--- config.mk ---
export PLATFORM = sky130hd
export DESIGN_NAME = decode_reg_arith
export DESIGN_NICKNAME = d
export VERILOG_FILES = /design/src/rtl/decode_reg_arith_pkg.sv /design/src/rtl/decode_reg_arith_comb.sv /design/src/rtl/decode_reg_arith.sv
export SDC_FILE = /design/constraint.sdc
export NUM_CORES = 1
export LEC_CHECK = 0
export ABC_AREA = 1
export CAP_MARGIN = 20
export CORE_AREA = 2 2 39 41
export DETAILED_ROUTE_END_ITERATION = 8
export DIE_AREA = 0 0 41 43
export GPL_TIMING_DRIVEN = 0
export PLACE_DENSITY = 0.69
export SLEW_MARGIN = 0
export SYNTH_ARGS = -nofsm -noshare
export SYNTH_HDL_FRONTEND = slang
export SYNTH_SLANG_ARGS = --single-unit
--- constraint.sdc ---
create_clock -name clk -period 2 [get_ports clk]
set_clock_uncertainty 0.05 [all_clocks]
set_input_delay 0.2 -clock clk [delete_from_list [all_inputs] [get_ports clk]]
set_output_delay 0.2 -clock clk [all_outputs]
set_load 0.1 [all_outputs]
--- src/rtl/decode_reg_arith_pkg.sv ---
// Shared encodings for RV32 OP-opcode register-register arithmetic decode.
// Defines the operation kinds consumed by execute plus the funct3/funct7 field values.
package instr_type;

  typedef enum logic [4:0] {
    rak_add,
    rak_sub,
    rak_sll,
    rak_slt,
    rak_sltu,
    rak_xor,
    rak_srl,
    rak_sra,
    rak_or,
    rak_and,
    rak_mul,
    rak_mulh,
    rak_mulhsu,
    rak_mulhu,
    rak_div,
    rak_divu,
    rak_rem,
    rak_remu,
    rak_invalid
  } reg_arith_kind_t;

  localparam logic [6:0] FUNCT7_BASE   = 7'b0000000;
  localparam logic [6:0] FUNCT7_ALT    = 7'b0100000;
  localparam logic [6:0] FUNCT7_MULDIV = 7'b0000001;

  // funct3 values shared by ADD/SUB and SRL/SRA; funct7 selects between them
  localparam logic [2:0] F3_ADD_SUB = 3'b000;
  localparam logic [2:0] F3_SLL     = 3'b001;
  localparam logic [2:0] F3_SLT     = 3'b010;
  localparam logic [2:0] F3_SLTU    = 3'b011;
  localparam logic [2:0] F3_XOR     = 3'b100;
  localparam logic [2:0] F3_SRL_SRA = 3'b101;
  localparam logic [2:0] F3_OR      = 3'b110;
  localparam logic [2:0] F3_AND     = 3'b111;

  localparam logic [2:0] F3_MUL    = 3'b000;
  localparam logic [2:0] F3_MULH   = 3'b001;
  localparam logic [2:0] F3_MULHSU = 3'b010;
  localparam logic [2:0] F3_MULHU  = 3'b011;
  localparam logic [2:0] F3_DIV    = 3'b100;
  localparam logic [2:0] F3_DIVU   = 3'b101;
  localparam logic [2:0] F3_REM    = 3'b110;
  localparam logic [2:0] F3_REMU   = 3'b111;

endpackage

--- src/rtl/decode_reg_arith_comb.sv ---
// Pure combinational funct3/funct7 -> operation-kind table, reusable by other decoders.
// Optional RV32M group enabled by DECODE_REG_ARITH_M_EXT_EN.
module decode_reg_arith_comb
  import instr_type::*;
(
  input  logic [2:0]      i_funct3,
  input  logic [6:0]      i_funct7,
  output reg_arith_kind_t o_kind,
  output logic            o_illegal
);

  always_comb begin
    o_kind    = rak_invalid;
    o_illegal = 1'b1;
    // funct7 is matched on all seven bits; anything unlisted stays invalid
    case (i_funct7)
      FUNCT7_BASE: begin
        o_illegal = 1'b0;
        case (i_funct3)
          F3_ADD_SUB: o_kind = rak_add;
          F3_SLL:     o_kind = rak_sll;
          F3_SLT:     o_kind = rak_slt;
          F3_SLTU:    o_kind = rak_sltu;
          F3_XOR:     o_kind = rak_xor;
          F3_SRL_SRA: o_kind = rak_srl;
          F3_OR:      o_kind = rak_or;
          F3_AND:     o_kind = rak_and;
          default: begin
            o_kind    = rak_invalid;
            o_illegal = 1'b1;
          end
        endcase
      end
      FUNCT7_ALT: begin
        case (i_funct3)
          F3_ADD_SUB: begin
            o_kind    = rak_sub;
            o_illegal = 1'b0;
          end
          F3_SRL_SRA: begin
            o_kind    = rak_sra;
            o_illegal = 1'b0;
          end
          default: begin
            o_kind    = rak_invalid;
            o_illegal = 1'b1;
          end
        endcase
      end
`ifdef DECODE_REG_ARITH_M_EXT_EN
      FUNCT7_MULDIV: begin
        o_illegal = 1'b0;
        case (i_funct3)
          F3_MUL:    o_kind = rak_mul;
          F3_MULH:   o_kind = rak_mulh;
          F3_MULHSU: o_kind = rak_mulhsu;
          F3_MULHU:  o_kind = rak_mulhu;
          F3_DIV:    o_kind = rak_div;
          F3_DIVU:   o_kind = rak_divu;
          F3_REM:    o_kind = rak_rem;
          F3_REMU:   o_kind = rak_remu;
          default: begin
            o_kind    = rak_invalid;
            o_illegal = 1'b1;
          end
        endcase
      end
`endif
      default: begin
        o_kind    = rak_invalid;
        o_illegal = 1'b1;
      end
    endcase
  end

endmodule

--- src/rtl/decode_reg_arith.sv ---
// RV32 R-type arithmetic decoder: combinational kind/illegal plus a one-cycle registered copy.
// Build with DECODE_REG_ARITH_M_EXT_EN to accept the RV32M funct7=0000001 group.
module decode_reg_arith
  import instr_type::*;
(
  input  logic            clk,
  input  logic            rst,
  input  logic [2:0]      funct3,
  input  logic [6:0]      funct7,
  output reg_arith_kind_t kind,
  output logic            illegal,
  output reg_arith_kind_t kind_q,
  output logic            illegal_q
);

  reg_arith_kind_t w_kind;
  logic            w_illegal;
  reg_arith_kind_t r_kind_q;
  logic            r_illegal_q;

  decode_reg_arith_comb u_comb (
    .i_funct3  (funct3),
    .i_funct7  (funct7),
    .o_kind    (w_kind),
    .o_illegal (w_illegal)
  );

  // Reset parks the pipeline copy as "no op" without flagging an exception
  always_ff @(posedge clk) begin
    if (rst) begin
      r_kind_q    <= rak_invalid;
      r_illegal_q <= 1'b0;
    end else begin
      r_kind_q    <= w_kind;
      r_illegal_q <= w_illegal;
    end
  end

  assign kind      = w_kind;
  assign illegal   = w_illegal;
  assign kind_q    = r_kind_q;
  assign illegal_q = r_illegal_q;

endmodule

==> results.sh, run 1 <==
export IMPL_outcome="finished, final reports clean"
export IMPL_coreArea_mm2=0.00138
export IMPL_ys_types=15
export IMPL_ys_seq_area_frac=0.289
export IMPL_clkSinkCount=6
export IMPL_max_slew_margin_rel=0.352
export IMPL_holdCritStartpoint="funct3[1]"
export IMPL_dieArea_mm2=0.00176
export IMPL_drt_pass1_iterations=2
export IMPL_drv_cap=0
export IMPL_synthCells=63
export IMPL_crit_path_max_incr_delay_ps=1130
export IMPL_max_slew_worst_pin_slew_ps=969
export IMPL_final_antenna_net_count=0
export IMPL_p_per_area_mw_per_mm2=440
export IMPL_cp_max_fo=1
export IMPL_layout_drive_gt1_share=0.281
export IMPL_cp_required_ps=1750
export IMPL_max_clock_path_buffers=2
export IMPL_grt_pass1_vias=359
export IMPL_die_h_um=43
export IMPL_leakagePower_uw=0.000352
export IMPL_stdcell_area_um2=706
export IMPL_port_buffers=23
export IMPL_hold_violations=0
export IMPL_cp_depth=1
export IMPL_finalCriticalPeriod_ps=1930
export IMPL_fmax_ghz=0.519
export IMPL_grt_first_pass_wirelength_um=1420
export IMPL_wirelength_um=890
export IMPL_postSynthAreaPerCell_um2=6.59
export IMPL_finalPower_uw=311
export IMPL_place_area_um2=668
export IMPL_swShare=0.281
export IMPL_yosys_register_bits=6
export IMPL_rsz0062_at_grt="false"
export IMPL_hpwl_um=762
export IMPL_path_clk_slew_ps=40
export IMPL_yosys_warnings=0
export IMPL_htreeDepth=1
export IMPL_route_vias_total=450
export IMPL_start_kind="flip-flop"
export IMPL_worstSetupPathType="flip-flop to primary output"
export IMPL_die_x_um=41
export IMPL_hold_depth=3
export IMPL_fill_cells=143
export IMPL_grt_max_degree=7
export IMPL_grtUsageTotal=0.120
export IMPL_cts_tree="built"
export IMPL_setup_tns_ps=0
export IMPL_clkPwrFrac=0.356
export IMPL_wire_per_inst_um=8.48
export IMPL_diodes=0
export IMPL_power_frac_seq=0.392
export IMPL_setup_viol_count_final=0
export IMPL_ir_worst_vdd_v=0.000165
export IMPL_viasPerCell=4.29
export IMPL_synth_area_leaders="dfxtp_1 29%, nand2_1 16%, ha_1 12%, inv_1 9.0%, nor2_2 7.5%"
export IMPL_p_int_uw=223
export IMPL_globalplace_congestion=0.803
export IMPL_power_switching_uw=87.2
export IMPL_worstHoldEndpoint="kind_q[3]$_SDFF_PP0_"
export IMPL_hold_class="primary input to flip-flop"
export IMPL_crit_path_start="illegal_q$_SDFF_PP0_"
export IMPL_p_comb_frac=0.252
export IMPL_path_cells="clkdlybuf4s50_1"
export IMPL_synth_top_cell_area_share=0.289
export IMPL_rows=14
export IMPL_critPathBufInv=1
export IMPL_cp_end_kind="primary output"
export IMPL_ioPinCount=24
export IMPL_drv_slew=0
export IMPL_yosysTopAreaCell="dfxtp_1"
export IMPL_crit_family="buffers and inverters"
export IMPL_fin_nets=107
export IMPL_netlist_area_um2=415
export IMPL_fin_crit_sh=0.964
export IMPL_syn2layout_area_growth_pct=69.9
export IMPL_arrival_ps=1680
export IMPL_syn_nets=79
export IMPL_cts_hold_buf=0
export IMPL_numCtsBuffers=3
export IMPL_drc=0
export IMPL_root_buffer="clkbuf_4"
export IMPL_antenna_found_initial=0
export IMPL_overflow=0
export IMPL_drt_iter0_drc=3
export IMPL_cp_slowest_cell="clkdlybuf4s50_1"
export IMPL_initial_core_util=0.300
==> synth_stat cells <==
library cell  instances
nand2_1              18
inv_1                10
dfxtp_1               6
nor2_1                6
nor2_2                5
ha_1                  4
a21oi_1               2
a21oi_2               2
inv_2                 2
nand2_2               2
nand3_1               2
buf_4                 1
clkinv_1              1
nor3_2                1
o21a_1                1
==> power by group through the flow <==
stage	clock [uW]	sequential (uW)	combinational, uW
after floorplan	0	135	30.9
after global placement	0	124	75.7
after detailed placement	0	124	77.2
after CTS	116	122	77.4
after global routing	122	122	86.4
final	110	122	78.3
==> cell usage in the layout, fill, tap and decap left out, types with 3 or more instances in the layout <==
cell             count
ha_1                 4
nand2_2              3
nand2_1             17
inv_1               10
a21oi_2              3
nor2_2               6
dfxtp_1              6
nor2_1               5
clkbuf_4             3
clkdlybuf4s50_1     15
==> worst max-delay path by stage <==
stage | to | slack [ps]
floorplan | kind[4] | 7
global placement | kind[4] | -850
detailed placement | kind[0] | -860
CTS | kind[0] | 30
global route | kind_q[1] | 20
finish | illegal_q | 70
==> through the flow <==
step | cells | setup slack, ps | utilization | hold WS (ps)
4_1_cts | 105 | 28.9 | 0.495 | 605
3_5_place_dp | 102 | -858 | 0.483 | 849
3_3_place_gp | 102 | -847 | 0.483 | 854
2_1_floorplan | 63 | 7.12 | - | 212
5_1_grt | 105 | 21.2 | 0.510 | 325
6_report | 105 | 71.5 | 0.510 | 314
==> area by class of cell <==
class,instances,area [um2],area share
multi-input combinational,43,248,0.351
timing repair buffer,23,239,0.339
sequential,6,120,0.170
inverter,13,48.8,0.0691
clock buffer,3,22.5,0.0319
tap,16,20.0,0.0284
buffer,1,7.51,0.0106
==> flip-flops by register name, indices dropped and copies added, names as in the netlist <==
signal and cells:
kind_q 5, illegal_q 1
==> routing by layer <==
metal	part of all wire	GRT usage	vias to the layer above
met3	0.062	0.0314	3
met5	0	0	-
met1	0.37	0.128	194
met2	0.54	0.194	15
met4	0.026	0.0800	0
li1	-	-	238
==> cells by family (layout without fill, tap and decap cells) <==
| logic type | Yosys count | after routing | share of synthesized area |
|---|---|---|---|
| flip-flops | 6 | 6 | 0.289 |
| AO/OA/AOI/OAI | 5 | 5 | 0.0844 |
| AND/OR/NAND/NOR | 34 | 34 | 0.370 |
| adder cells (fa/ha/maj) | 4 | 4 | 0.120 |
| buffers and inverters | 14 | 40 | 0.136 |
==> repair_timing <==
action | CTS | global route
setup endpoints to repair | 6 | 6
gates resized for setup | 34 | 10
buffers inserted | 0 | 0
cloned | 0 | 0
Power figures use the tool's default switching activity.
==> run 2, diff against run 1 <==
- CTS_BUF_LIST: default -> sky130_fd_sc_hd__clkbuf_8
==> results.sh, run 2 (same netlist as run 1, synthesis figures left out) <==
export IMPL_grt_first_pass_wirelength_um=1460
export IMPL_fill_cells=139
export IMPL_syn2layout_area_growth_pct=74.4
export IMPL_finalPower_uw=377
export IMPL_cp_max_fo=1
export IMPL_fin_nets=107
export IMPL_die_h_um=43
export IMPL_stdcell_area_um2=724
export IMPL_cp_depth=1
export IMPL_root_buffer="clkbuf_8"
export IMPL_hpwl_um=762
export IMPL_diodes=0
export IMPL_dieArea_mm2=0.00176
export IMPL_critPathBufInv=1
export IMPL_layout_drive_gt1_share=0.281
export IMPL_rsz0062_at_grt="false"
export IMPL_max_slew_worst_pin_slew_ps=969
export IMPL_final_antenna_net_count=0
export IMPL_regArea_um2=120
export IMPL_hold_depth=3
export IMPL_overflow=0
export IMPL_wire_per_inst_um=8.47
export IMPL_max_slew_margin_rel=0.352
export IMPL_drt_iter0_drc=2
export IMPL_antenna_found_initial=0
export IMPL_grt_pass1_vias=368
export IMPL_place_area_um2=668
export IMPL_start_kind="flip-flop"
export IMPL_initial_core_util=0.300
export IMPL_outcome="finished, final reports clean"
export IMPL_wirelength_um=889
export IMPL_worstSetupPathType="flip-flop to primary output"
export IMPL_drc=0
export IMPL_fmax_ghz=0.526
export IMPL_port_buffers=23
export IMPL_drv_cap=0
export IMPL_cp_end_kind="primary output"
export IMPL_globalplace_congestion=0.803
export IMPL_cp_required_ps=1750
export IMPL_drt_pass1_iterations=2
export IMPL_grt_max_degree=7
export IMPL_path_cells="clkdlybuf4s50_1"
export IMPL_path_clk_slew_ps=30
export IMPL_final_common_cell="nand2_1"
export IMPL_multi_input_area_um2=248
export IMPL_grtUsageTotal=0.123
export IMPL_hold_class="primary input to flip-flop"
export IMPL_coreArea_mm2=0.00138
export IMPL_die_x_um=41
export IMPL_holdCritStartpoint="funct3[1]"
export IMPL_htreeDepth=1
export IMPL_ioPinCount=24
export IMPL_largest_reg_flops=5
export IMPL_ir_worst_vdd_v=0.000193
export IMPL_cts_tree="built"
export IMPL_clkSinkCount=6
export IMPL_worstHoldEndpoint="kind_q[3]$_SDFF_PP0_"
export IMPL_finalCriticalPeriod_ps=1900
export IMPL_cp_slowest_cell="clkdlybuf4s50_1"
export IMPL_numCtsBuffers=3
export IMPL_final_cell_mix="17 x nand2_1, 15 x clkdlybuf4s50_1, 10 x inv_1"
export IMPL_crit_path_max_incr_delay_ps=1130
export IMPL_leakagePower_uw=0.000360
export IMPL_arrival_ps=1650
export IMPL_drv_slew=0
export IMPL_final_util=0.524
export IMPL_viasPerCell=4.31
export IMPL_p_per_area_mw_per_mm2=520
export IMPL_max_clock_path_buffers=2
export IMPL_rows=14
export IMPL_crit_family="buffers and inverters"
export IMPL_hold_violations=0
export IMPL_setup_viol_count_final=0
export IMPL_cts_setup_buffers=0
export IMPL_fin_crit_sh=0.950
export IMPL_route_vias_total=453
-- run 2: changes by cell type in the layout (fill, tap and decap cells not counted) --
| cell | change |
|---|---|
| clkbuf_8 | +3 |
| clkbuf_4 | -3 |
-- run 2: through the flow --
stage / std cells / setup slack (ps) / hold WS [ps] / setup TNS (ps)
6_report: 105 / 100 / 339 / 0
5_1_grt: 105 / 52.5 / 355 / 0
4_1_cts: 105 / 28.9 / 636 / 0
3_5_place_dp: 102 / -858 / 849 / -4350
3_3_place_gp: 102 / -847 / 854 / -4300
2_1_floorplan: 63 / 7.12 / 212 / 0
-- run 2: how the worst max path moves through the flow --
stage | startpoint | end | slack [ps]
floorplan | funct3[1] | kind[4] | 7
detailed placement | funct3[0] | kind[0] | -860
finish | illegal_q$_SDFF_PP0_ | illegal_q | 100
global route | kind_q[1]$_SDFF_PP1_ | kind_q[1] | 50
global placement | funct3[1] | kind[4] | -850
CTS | funct3[0] | kind[0] | 30
-- run 2: cell type report --
class | count | area share
multi-input combinational | 43 | 0.342
inverter | 13 | 0.0674
sequential | 6 | 0.166
clock buffer | 3 | 0.0570
tap | 16 | 0.0276
buffer | 1 | 0.0104
timing repair buffer | 23 | 0.330
-- run 2: timing repair --
action,4_1_cts,5_1_grt
pin swaps,0,0
endpoints found under the setup margin,6,6
hold endpoints to repair,0,0
resized for setup,34,10
hold buffers,0,0
-- run 2: report_power, final --
part / switching (uW) / internal, uW
clock network: 47.2 / 129
logic: 44.2 / 34.2
registers: 0.387 / 122
-- run 2: metal layers --
metal	global-route usage	up-vias	wire (um)
met5	0	-	0
met4	0.0800	0	10
met3	0.0314	2	57
met2	0.203	15	492
met1	0.128	197	329
li1	-	239	-
-- run 2: worst min-delay path, delay by kind of cell --
kind	cells	cell delay [ps]
AND/OR/NAND/NOR	2	200
buffers and inverters	1	160
